## src/rtl/img_pkg.sv

```systemverilog
// -----------------------------------------------------------------------------
// img_pkg
// Shared types and defaults for the serial image loader.
//   rx_state_t  : UART receiver FSM states (PARITY is only entered when the
//                 build defines UART_PARITY_EN)
//   DEF_*       : default link / image geometry constants
//   addr_w()    : address width needed to index n entries (minimum 1 bit)
// -----------------------------------------------------------------------------
package img_pkg;

  typedef enum logic [2:0] {
    IDLE,
    START,
    DATA,
    PARITY,
    STOP
  } rx_state_t;

  localparam int DEF_CLKS_PER_BIT = 434;
  localparam int DEF_BPP          = 3;
  localparam int DEF_HIEGHT       = 30;
  localparam int DEF_WIDTH        = 30;

  function automatic int addr_w(input int n);
    return (n > 1) ? $clog2(n) : 1;
  endfunction

endpackage

```

## src/rtl/uart_rx_byte.sv

```systemverilog
// -----------------------------------------------------------------------------
// uart_rx_byte
// Oversampling UART byte receiver running on the system clock.
// Frame: 8N1 by default; 8E1 when the build defines UART_PARITY_EN.
// Ports:
//   clk         in   system clock, rising edge
//   rst         in   asynchronous active-low reset
//   rx          in   serial line, idle high, asynchronous to clk
//   byte_valid  out  1-cycle pulse, byte_data holds a good byte
//   byte_data   out  last received byte (LSB received first)
//   byte_err    out  1-cycle pulse, byte discarded (bad stop / parity bit)
// -----------------------------------------------------------------------------
module uart_rx_byte
  import img_pkg::*;
#(
  parameter int CLKS_PER_BIT = DEF_CLKS_PER_BIT
) (
  input  logic       clk,
  input  logic       rst,
  input  logic       rx,
  output logic       byte_valid,
  output logic [7:0] byte_data,
  output logic       byte_err
);

  localparam int CNT_W = $clog2(CLKS_PER_BIT);
  localparam logic [CNT_W-1:0] MID  = CNT_W'((CLKS_PER_BIT - 1) / 2);
  localparam logic [CNT_W-1:0] LAST = CNT_W'(CLKS_PER_BIT - 1);

  rx_state_t        state_q, state_d;
  logic             rx_meta, rx_sync, rx_prev;
  logic [CNT_W-1:0] bit_cnt;
  logic [2:0]       bit_idx;
  logic [7:0]       shift_q;
  logic             mid;
`ifdef UART_PARITY_EN
  logic             par_err;
`endif

  assign mid       = (bit_cnt == MID);
  assign byte_data = shift_q;

  // Two-flop synchronizer plus one history flop for falling-edge detection.
  // Resetting to 1 matches the idle line so no false start follows reset.
  always_ff @(posedge clk or negedge rst) begin
    if (!rst) begin
      rx_meta <= 1'b1;
      rx_sync <= 1'b1;
      rx_prev <= 1'b1;
    end else begin
      rx_meta <= rx;
      rx_sync <= rx_meta;
      rx_prev <= rx_sync;
    end
  end

  // The bit counter free-runs modulo CLKS_PER_BIT from the start edge, so
  // every bit is sampled when it hits MID, one full bit period apart.
  always_ff @(posedge clk or negedge rst) begin
    if (!rst) begin
      state_q <= IDLE;
      bit_cnt <= '0;
      bit_idx <= '0;
      shift_q <= '0;
`ifdef UART_PARITY_EN
      par_err <= 1'b0;
`endif
    end else begin
      state_q <= state_d;
      if (state_q == IDLE || state_d == IDLE) begin
        bit_cnt <= '0;
      end else if (bit_cnt == LAST) begin
        bit_cnt <= '0;
      end else begin
        bit_cnt <= bit_cnt + CNT_W'(1);
      end
      if (state_q == START) begin
        bit_idx <= '0;
      end
      if (state_q == DATA && mid) begin
        shift_q <= {rx_sync, shift_q[7:1]};
        bit_idx <= bit_idx + 3'd1;
      end
`ifdef UART_PARITY_EN
      // Even parity: data bits XOR parity bit must be zero.
      if (state_q == PARITY && mid) begin
        par_err <= (^shift_q) ^ rx_sync;
      end
`endif
    end
  end

  // Next-state and the byte result strobes. The strobes are combinational
  // so the packer sees the byte in the stop-bit sample cycle itself.
  always_comb begin
    state_d    = state_q;
    byte_valid = 1'b0;
    byte_err   = 1'b0;
    case (state_q)
      IDLE: begin
        if (rx_prev && !rx_sync) state_d = START;
      end
      START: begin
        if (mid) state_d = rx_sync ? IDLE : DATA;
      end
      DATA: begin
        if (mid && bit_idx == 3'd7) begin
`ifdef UART_PARITY_EN
          state_d = PARITY;
`else
          state_d = STOP;
`endif
        end
      end
`ifdef UART_PARITY_EN
      PARITY: begin
        if (mid) state_d = STOP;
      end
`endif
      STOP: begin
        if (mid) begin
          state_d = IDLE;
`ifdef UART_PARITY_EN
          byte_valid = rx_sync && !par_err;
          byte_err   = !rx_sync || par_err;
`else
          byte_valid = rx_sync;
          byte_err   = !rx_sync;
`endif
        end
      end
      default: state_d = IDLE;
    endcase
  end

endmodule

```

## src/rtl/uart_pixel_loader.sv

```systemverilog
// -----------------------------------------------------------------------------
// uart_pixel_loader
// Loads an image received over UART into the image RAM, BPP bytes per pixel,
// first byte in the most significant position, linear addresses from 0.
// Optional feature: define UART_PARITY_EN for 8E1 frames (default 8N1).
// Ports:
//   clk        in   system clock, rising edge
//   rst        in   asynchronous active-low reset
//   rx         in   serial line, idle high
//   start      in   1-cycle pulse, (re)arms a load at address 0
//   wr_en      out  1-cycle RAM write strobe
//   wr_addr    out  pixel address 0..PEXILS-1
//   wr_data    out  assembled pixel
//   busy       out  armed and not yet done
//   load_done  out  all PEXILS pixels written; cleared by start/reset
//   frame_err  out  sticky, a byte was discarded
// -----------------------------------------------------------------------------
module uart_pixel_loader
  import img_pkg::*;
#(
  parameter int CLKS_PER_BIT = DEF_CLKS_PER_BIT,
  parameter int BPP          = DEF_BPP,
  parameter int HIEGHT       = DEF_HIEGHT,
  parameter int WIDTH        = DEF_WIDTH,
  parameter int PEXILS       = HIEGHT * WIDTH,
  parameter int SZ           = 8 * BPP,
  localparam int ADDR_W      = addr_w(PEXILS)
) (
  input  logic              clk,
  input  logic              rst,
  input  logic              rx,
  input  logic              start,
  output logic              wr_en,
  output logic [ADDR_W-1:0] wr_addr,
  output logic [SZ-1:0]     wr_data,
  output logic              busy,
  output logic              load_done,
  output logic              frame_err
);

  localparam int BC_W = addr_w(BPP);
  localparam logic [BC_W-1:0]   LAST_BYTE = BC_W'(BPP - 1);
  localparam logic [ADDR_W-1:0] LAST_ADDR = ADDR_W'(PEXILS - 1);

  logic            byte_valid;
  logic            byte_err;
  logic [7:0]      byte_data;
  logic [BC_W-1:0] byte_cnt;
  logic [SZ-1:0]   pixel;

  uart_rx_byte #(
    .CLKS_PER_BIT(CLKS_PER_BIT)
  ) u_rx (
    .clk        (clk),
    .rst        (rst),
    .rx         (rx),
    .byte_valid (byte_valid),
    .byte_data  (byte_data),
    .byte_err   (byte_err)
  );

  // wr_addr is the live address counter; it advances in the cycle after the
  // strobe so the strobe cycle still shows the address being written.
  // start has priority over everything, including a byte finishing with it.
  always_ff @(posedge clk or negedge rst) begin
    if (!rst) begin
      wr_en     <= 1'b0;
      wr_addr   <= '0;
      wr_data   <= '0;
      busy      <= 1'b0;
      load_done <= 1'b0;
      frame_err <= 1'b0;
      byte_cnt  <= '0;
      pixel     <= '0;
    end else begin
      wr_en <= 1'b0;
      if (wr_en) begin
        wr_addr <= (wr_addr == LAST_ADDR) ? '0 : wr_addr + ADDR_W'(1);
      end
      if (byte_err) begin
        frame_err <= 1'b1;
      end
      if (start) begin
        wr_addr   <= '0;
        byte_cnt  <= '0;
        pixel     <= '0;
        load_done <= 1'b0;
        frame_err <= 1'b0;
        busy      <= 1'b1;
      end else if (byte_valid && busy) begin
        if (byte_cnt == LAST_BYTE) begin
          wr_en    <= 1'b1;
          wr_data  <= {pixel[SZ-9:0], byte_data};
          byte_cnt <= '0;
          pixel    <= '0;
          if (wr_addr == LAST_ADDR) begin
            load_done <= 1'b1;
            busy      <= 1'b0;
          end
        end else begin
          pixel    <= {pixel[SZ-9:0], byte_data};
          byte_cnt <= byte_cnt + BC_W'(1);
        end
      end
    end
  end

endmodule

```

## config.mk

```make
export PLATFORM = sky130hd
export DESIGN_NAME = uart_pixel_loader
export DESIGN_NICKNAME = d
export VERILOG_FILES = /design/src/rtl/img_pkg.sv /design/src/rtl/uart_rx_byte.sv /design/src/rtl/uart_pixel_loader.sv
export SDC_FILE = /design/constraint.sdc
export NUM_CORES = 1
export LEC_CHECK = 0
export CORE_MARGIN = 8
export CORE_UTILIZATION = 52
export CTS_BUF_LIST = sky130_fd_sc_hd__clkbuf_2
export DETAILED_ROUTE_END_ITERATION = 12
export GPL_TIMING_DRIVEN = 0
export PLACE_DENSITY = 0.75
export SLEW_MARGIN = 5
export SYNTH_ARGS = -nofsm -noshare
export SYNTH_HDL_FRONTEND = slang
export SYNTH_HIERARCHICAL = 1
export SYNTH_SLANG_ARGS = --single-unit
```

## constraint.sdc

```tcl
create_clock -name clk -period 4.55 [get_ports clk]
set_input_delay 0.91 -clock clk [delete_from_list [all_inputs] [get_ports clk]]
set_output_delay 0.91 -clock clk [all_outputs]
set_load 0.02 [all_outputs]
```

Word-level counts from Yosys, hierarchy flattened

Index checks and enable logic that the tools add are counted.

Flip-flop bits (word level): 82

Add/sub/neg operators: 4
Equality and inequality tests: 8
Muxes and demuxes: 36
Bitwise logic cells: 1
Reductions and logical operators: 16

Operator list:

| kind                                          | number |
|---|---|
| 2-to-1 mux 16 bit                             | 3 |
| 2-to-1 mux 10 bit                             | 3 |
| 2-to-1 mux 3 bit                              | 6 |
| 2-to-1 mux 9 bit                              | 2 |
| 2-to-1 mux 1 bit                              | 17 |
| one-hot mux 3 bit (4 select lines)            | 1 |
| nonzero test 2 bit                            | 6 |
| adder 10 x 1 -> 10 bit, second input constant | 1 |
| == test 10 bit, second input constant         | 1 |
| adder 9 x 1 -> 9 bit, second input constant   | 1 |
| == test 9 x 8 -> 1 bit, second input constant | 1 |
| == test 9 bit, second input constant          | 1 |
| 2-to-1 mux 2 bit                              | 4 |
| == test 3 bit, second input constant          | 2 |
| zero test 3 bit                               | 2 |
| AND reduction 3 bit                           | 2 |
| logical AND 1 bit                             | 4 |
| adder 3 x 1 -> 3 bit, second input constant   | 1 |
| == test 3 x 1 -> 1 bit, second input constant | 1 |
| == test 3 x 2 -> 1 bit, second input constant | 1 |
| adder 2 x 1 -> 2 bit, second input constant   | 1 |
| == test 2 bit, second input constant          | 1 |
| zero test 1 bit                               | 1 |
| logical OR 1 bit                              | 1 |
| NOT 1 bit                                     | 1 |

Depth between registers and ports, before layout

Gate-level depths: netlist of the first run.

Depth in word-level cells: 7
Gate-level depth with buffers: 9
Gate-level depth less buffers: 8

Modules after synthesis

The synthesis of the first run kept the hierarchy.

By module, submodules not included:

| module            | times used | cells each | area each (sq um) | sequential area each (sq um) |
|---|---|---|---|---|
| uart_pixel_loader | 1          | 167        | 2,282.2           | 1,401.3 |
| uart_rx_byte      | 1          | 113        | 1,293.7           | 654.4 |

Worst setup path before layout of the first run

OpenSTA, ideal clock, no wires.

Kind: register to register
Start: register u_rx.bit_cnt[0]
End: register wr_data[10]
Library setup time: 0.127 ns
Arrival: 2.367 ns
Required time: 4.423 ns
Setup slack: 2.056 ns
Stages on the path, launching flop included: 10
Buffers on the path: 1
Period minus slack after synthesis: 2.494 ns
Cells stage by stage: dfrtp_1 -> inv_1 -> ha_1 -> or4b_4 -> nor2_1 -> and4b_1 -> nand2_2 -> nor3_4 -> buf_6 -> mux2_1

Longest elaborated chain between the ends: 5

RTL lines:

| item                          | RTL line                | source |
|---|---|---|
| from (decl)                   | uart_rx_byte.sv:32      | `logic [CNT_W-1:0] bit_cnt;` |
| from (signal assigned)        | uart_rx_byte.sv:75      | `bit_cnt <= bit_cnt + CNT_W'(1);` |
| == test 9 x 8 -> 1 bit        | uart_rx_byte.sv:40      | `assign mid = (bit_cnt == MID);` |
| 2-to-1 mux 1 bit              | uart_rx_byte.sv:121     | `if (mid) begin` |
| 2-to-1 mux 1 bit              | uart_rx_byte.sv:99      | `case (state_q)` |
| net byte_valid                | uart_pixel_loader.sv:45 | `logic byte_valid;` |
| logical AND 1 bit             | uart_pixel_loader.sv:90 | `end else if (byte_valid && busy) begin` |
| AND reduction 3 bit (no line) | n/a                     |  |
| to (signal assigned)          | uart_pixel_loader.sv:93 | `wr_data <= {pixel[SZ-9:0], byte_data};` |
| to (decl)                     | uart_pixel_loader.sv:35 | `output logic [SZ-1:0] wr_data,` |

The timed path passes the listed nets, and every way through them passes these cells.
A chain may end at the register's enable or synchronous reset.

Worst setup path after layout of the first run

Start: register u_rx.bit_cnt[0]
End: register wr_data[19]

Same word-level chain as after synthesis.

==> results of run 1 <==
[logic make-up after synthesis]
logic type | after synthesis | synth area share
flops | 82 | 0.575
simple gates | 78 | 0.139
compound gates | 49 | 0.103
mux | 33 | 0.104
buf+inv | 21 | 0.0311
xor+xnor | 11 | 0.0269
fa+ha+maj | 6 | 0.0210
[worst max-delay path by stage]
stage	cells past startpoint	end	startpoint	slack (ns)
floorplan	9	wr_data[10]$_DFFE_PN0P_	u_rx/bit_cnt[0]$_DFF_PN0_	2.06
global placement	1	u_rx/bit_cnt[2]$_DFF_PN0_	rst	-0.30
detailed placement	9	wr_data[19]$_DFFE_PN0P_	u_rx/bit_cnt[0]$_DFF_PN0_	1.72
CTS	9	wr_data[19]$_DFFE_PN0P_	u_rx/bit_cnt[0]$_DFF_PN0_	1.71
global route	9	wr_data[6]$_DFFE_PN0P_	u_rx/bit_cnt[0]$_DFF_PN0_	1.58
finish	9	wr_data[19]$_DFFE_PN0P_	u_rx/bit_cnt[0]$_DFF_PN0_	1.75
[cell usage after synthesis, types with 2 or more instances]
| master | count |
|---|---|
| a21oi_1 | 9 |
| a22o_1 | 16 |
| a41o_1 | 2 |
| and4_1 | 2 |
| and4b_1 | 2 |
| buf_2 | 5 |
| buf_6 | 3 |
| clkbuf_1 | 2 |
| dfrtp_1 | 79 |
| dfstp_2 | 3 |
| ha_1 | 6 |
| inv_1 | 10 |
| mux2_1 | 17 |
| mux2_2 | 15 |
| nand2_1 | 11 |
| nand3_1 | 8 |
| nand4_1 | 3 |
| nor2_1 | 21 |
| nor2b_1 | 4 |
| nor3_1 | 6 |
| nor4b_1 | 2 |
| o2111ai_1 | 2 |
| o21ai_0 | 9 |
| o31ai_1 | 3 |
| or3_1 | 2 |
| or3b_1 | 2 |
| or3b_2 | 2 |
| or4_1 | 2 |
| xnor2_1 | 7 |
| xor2_1 | 4 |
[through the flow]
| step | total power, mW | instance area, um^2 | hold slack [ns] | utilization |
|---|---|---|---|---|
| detailed placement | 0.928 | 4100 | 0.347 | 0.610 |
| CTS | 1.29 | 4210 | 0.245 | 0.626 |
| global route | 1.34 | 4210 | 0.237 | 0.626 |
| floorplan | 0.884 | 3580 | 0.345 | - |
| global placement | 0.922 | 4080 | 0.346 | 0.607 |
| finish | 1.27 | 4210 | 0.294 | 0.626 |
[routing by layer]
metal | global-route usage | part of all wire | vias to the layer above
met5 | 0 | 0 | -
met4 | 0.0460 | 0.010 | 0
met3 | 0.0557 | 0.048 | 5
met2 | 0.247 | 0.50 | 41
met1 | 0.181 | 0.45 | 1156
li1 | - | - | 1129
[critical path: cells and delay by family (launching register included)]
family | cells | cell delay (ns)
fa+ha+maj | 1 | 0.16
simple gates | 5 | 1.47
buf+inv | 2 | 0.30
mux | 1 | 0.35
flops | 1 | 0.47
[power by group]
group | leakage (nW) | switching [mW] | internal [mW] | total, mW
logic | 0.739 | 0.0830 | 0.0620 | 0.145
registers | 1.12 | 0.0195 | 0.750 | 0.769
clock network | 0.0667 | 0.271 | 0.0840 | 0.355
[area by class of cell]
class,count,area [um^2],share of cell area
flip-flops and latches,82,2060,0.489
multi-input cells,177,1410,0.335
repair buffers,41,425,0.101
well taps,80,100,0.0238
plain buffers,11,73.8,0.0175
clock inverters,7,61.3,0.0146
clock buffers,9,45.0,0.0107
inverters,10,37.5,0.00892
[state kept, by name (all words and copies together) (netlist names)]
name            count
frame_err           1
byte_cnt            2
u_rx/rx_sync        1
pixel              16
busy                1
load_done           1
u_rx/state_q        3
u_rx/bit_idx        3
wr_data            24
wr_addr            10
u_rx/bit_cnt        9
u_rx/byte_data      8
u_rx/rx_meta        1
u_rx/rx_prev        1
wr_en               1
==> impl_metrics.toml, run 1 <==
[synth]
ys_types = 51
ys_seq_area_frac = 0.575
synth_cells = 280
syn_nets = 290
synth_edf_count = 0
yosysWarnings = 6
syn_area_mm2 = 0.00358
yosys-top-cells-area = "dfrtp_1 55%, mux2_1 5.4%, mux2_2 4.7%"
async_reset_ff_frac = 1.00
ys_seq_elements = 82
synth_area_per_cell_um2 = 12.8
yosys_most_used_dff = "dfrtp_1"
synth_area_leader_cell = "dfrtp_1"
synth_top_area_frac = 0.553

[final_layout]
final_cells = 417
antenna_cells = 0
drive_gt1_frac = 0.166
layout_commonest_cell = "dfrtp_1"
layout_common_cells = "79 x dfrtp_1, 39 x clkdlybuf4s50_1, 21 x nor2_1"
fill_cells = 524
layout.nets = 342
areaGrowthSynthToFinish_pct = 17.7

[floorplanning]
io_pins = 42
die_w_um = 98.9
design.core.area_mm2 = 0.00672
dieArea_mm2 = 0.00979
die_y_um = 98.9
rows = 30
initial_utilization = 0.532

[route]
via_per_inst = 5.59
ant_nets = 0
drt_first_pass_iters = 6
drc_errors = 0
vias = 2331
totalWireLength_mm = 6.65
initialDrtViolationCount = 87
wire_per_inst_um = 15.9

[sta]
final.setup.worst_slack_ns = 1.75
slew_violations = 0
rsz0062_at_grt = "false"
slew_headroom = 0.623
setup_viol_count_final = 0
finalCriticalPeriod_ns = 2.80
fmax_mhz = 358
min_period_over_period = 0.614
fin_skew_ns = 0.0246
setup-tns-final_ns = 0
tightest_slew_ns = 0.566
hold_viol_final = 0

[place]
port_buffers = 40
dpl.hpwl_mm = 4.83
dpl_worst_slack_ns = 1.72
place_inst = 401
place_congestion = 0.767

[critical_path]
critical_path.startpoint_type = "register"
reg2reg_slack_ns = 1.75
worstPathArrival_ns = 3.25
r2r_cells = 9
cp-end-kind = "register"
critPathRequiredTime_ns = 5.00
slowest_stage = "or4b_4"
cp_cell_sequence = "inv_1, ha_1, or4b_4, nor2_1, and4b_1, nand2_2, nor3_4, buf_6, mux2_1"
r2r_end = "wr_data[19]$_DFFE_PN0P_"
critical_path_class = "reg -> reg"
slowest_delay_ns = 0.48
critPathMaxFanout = 10
r2r-start = "u_rx/bit_cnt[0]$_DFF_PN0_"

[clock_network]
cts-root-buf = "clkbuf_2"
clkTransAtPathRegs_ns = 0.24
cts_tree = "done"
cts_buffer_depth = 2
postCtsSetupRepairBufs = 0
postCtsHoldBufs = 0
h-tree-depth = 3
clock_sinks = 82
insertion_delay_ns = 0.53
cts_buffers = 9
cts_resized = 0

[power_and_ir_drop]
leakagePower_nw = 1.93
p_per_area_mw_per_mm2 = 302
ir_worst_vdd_mv = 0.279

[flow_run]
max_cap_violations = 0

[grt]
antenna_found_initial = 0
grt_pass1_vias = 2414
overflow = 0
grtUsageTotal = 0.151
grt_start_max_net_pins = 46
grt_pass1_wl_mm = 11.9

[outcome]
outcome = "completed"

[worst_hold_path]
hold_path.class = "in -> async"
(Power assumes the default switching activity.)
==> run 2: changes to the inputs <==
--- a/config.mk
+++ b/config.mk
@@ -10,7 +10,7 @@
 export CTS_BUF_LIST = sky130_fd_sc_hd__clkbuf_2
 export DETAILED_ROUTE_END_ITERATION = 12
 export GPL_TIMING_DRIVEN = 0
-export PLACE_DENSITY = 0.75
+export PLACE_DENSITY = 0.78
 export SLEW_MARGIN = 5
 export SYNTH_ARGS = -nofsm -noshare
 export SYNTH_HDL_FRONTEND = slang
==> constraint.sdc (replaced) <==
create_clock -name clk -period 2.3 [get_ports clk]
set_input_delay 0.46 -clock clk [delete_from_list [all_inputs] [get_ports clk]]
set_output_delay 0.46 -clock clk [all_outputs]
set_load 0.02 [all_outputs]
==> impl_metrics.toml, run 2 (same netlist as run 1, synthesis figures left out) <==
[clock_network]
cts_buffers = 9
insertion_delay_ns = 0.51
clkTransAtPathRegs_ns = 0.23
cts-root-buf = "clkbuf_2"
clock_sinks = 82
cts_buffer_depth = 2
cts_tree = "done"
h-tree-depth = 3

[route]
vias = 2484
wire_per_inst_um = 16.7
via_per_inst = 5.72
initialDrtViolationCount = 103
drc_errors = 0
totalWireLength_mm = 7.27
ant_nets = 0
drt_first_pass_iters = 4

[floorplanning]
initial_utilization = 0.532
design.core.area_mm2 = 0.00672
dieArea_mm2 = 0.00979
io_pins = 42
die_y_um = 98.9
rows = 30
die_w_um = 98.9

[place]
dpl.hpwl_mm = 4.73
place_congestion = 0.808
place_inst = 401
port_buffers = 40

[final_layout]
antenna_cells = 0
drive_gt1_frac = 0.249
layout_common_cells = "79 x dfrtp_1, 39 x clkdlybuf4s50_1, 20 x nor2_1"
final_cells = 434
largest_reg_flops = 24
top_register = "wr_data"
reg_top3 = "wr_data: 24 flops, pixel: 16 flops, wr_addr: 10 flops"
areaGrowthSynthToFinish_pct = 27.2
layout_commonest_cell = "dfrtp_1"
layout.nets = 359

[critical_path]
crit_path_start = "u_rx/bit_cnt[1]$_DFF_PN0_"
r2r_cells = 10
critPathRequiredTime_ns = 2.73
r2r-start = "u_rx/bit_cnt[1]$_DFF_PN0_"
worstPathArrival_ns = 2.81
cp-end-kind = "register"
critical_path.startpoint_type = "register"
critPathMaxFanout = 5
critical_path_class = "reg -> reg"

[power_and_ir_drop]
ir_worst_vdd_mv = 0.391
leakagePower_nw = 2.05
p_per_area_mw_per_mm2 = 635

[sta]
hold_viol_final = 0
fmax_mhz = 420
min_period_over_period = 1.03
tightest_slew_ns = 0.480
fin_skew_ns = 0.0220
slew_headroom = 0.680
worst_hold_slack_ns = 0.307
final.setup.worst_slack_ns = -0.0803
setup_viol_count_final = 31
slew_violations = 0
finalCriticalPeriod_ns = 2.38
rsz0062_at_grt = "true"

[grt]
antenna_found_initial = 0
grtUsageTotal = 0.155
grt_pass1_vias = 2477
grt_pass1_wl_mm = 12.2
overflow = 0
grt_start_max_net_pins = 69

[flow_run]
max_cap_violations = 0

[worst_hold_path]
hold_path.class = "in -> async"

[outcome]
violations = "negative setup slack"
outcome = "complete, but fails checks"
run 2: worst paths after layout:
kind | endpoint | slack (ns)
min reg2reg | u_rx/rx_sync$_DFF_PN1_ | 0.38
min | wr_data[14]$_DFFE_PN0P_ | 0.31
max reg2reg | wr_data[13]$_DFFE_PN0P_ | -0.08
max in group asynchronous | u_rx/rx_prev$_DFF_PN1_ | 1.34
max | wr_data[13]$_DFFE_PN0P_ | -0.08
min in group clk | u_rx/rx_meta$_DFF_PN1_ | 0.33
run 2: what timing repair did:
action / 4_1_cts / 5_1_grt
gates resized for setup: 29 / 11
hold buffers: 1 / 0
setup endpoints to repair: 43 / 43
gates cloned: 1 / 1
pin swaps: 3 / 3
hold endpoints to repair: 14 / 0
buffers inserted: 11 / 3
run 2: final cells by class:
cell class / instances / area, um^2
Inverter: 10 / 37.5
Sequential cell: 82 / 2060
Fill cell: 462 / 2170
Clock inverter: 6 / 114
Tap cell: 80 / 100
Timing Repair Buffer: 58 / 587
Clock buffer: 10 / 50.0
Buffer: 11 / 98.8
Multi-Input combinational cell: 177 / 1510
run 2: per-stage QoR:
step | power, mW | instance area [um^2] | utilization | setup WS [ns] | TNS, ns
6_report | 2.89 | 4550 | 0.677 | -0.0803 | -1.72
3_5_place_dp | 1.84 | 4100 | 0.610 | -0.518 | -15.17
5_1_grt | 3.01 | 4550 | 0.677 | -0.152 | -4.71
2_1_floorplan | 1.75 | 3580 | - | -0.194 | -3.67
4_1_cts | 2.89 | 4470 | 0.665 | -0.223 | -4.98
3_3_place_gp | 1.82 | 4080 | 0.607 | -2.05 | -178.19
run 2: critical path, stage by stage (launching register included):
cell     delay [ns]
dfrtp_1        0.44
inv_2          0.09
ha_4           0.13
or4b_4         0.47
nor2_4         0.10
and4b_1        0.24
nand2_2        0.09
nor3_4         0.16
buf_12         0.16
buf_6          0.12
mux2_1         0.32
run 2: report_power, final:
group / internal (mW) / leakage, nW / switching [mW] / total, mW
Clock: 0.476 / 0.0888 / 0.499 / 0.974
Combinational: 0.191 / 0.839 / 0.207 / 0.398
Sequential: 1.48 / 1.12 / 0.0337 / 1.52
Total: 2.15 / 2.05 / 0.739 / 2.89
run 2: routing by layer:
layer,vias up,global-route usage,part of all wire
met5,-,0,0
met4,0,0.0779,0.019
met3,15,0.0324,0.039
met2,57,0.247,0.49
met1,1253,0.194,0.45
li1,1159,-,-
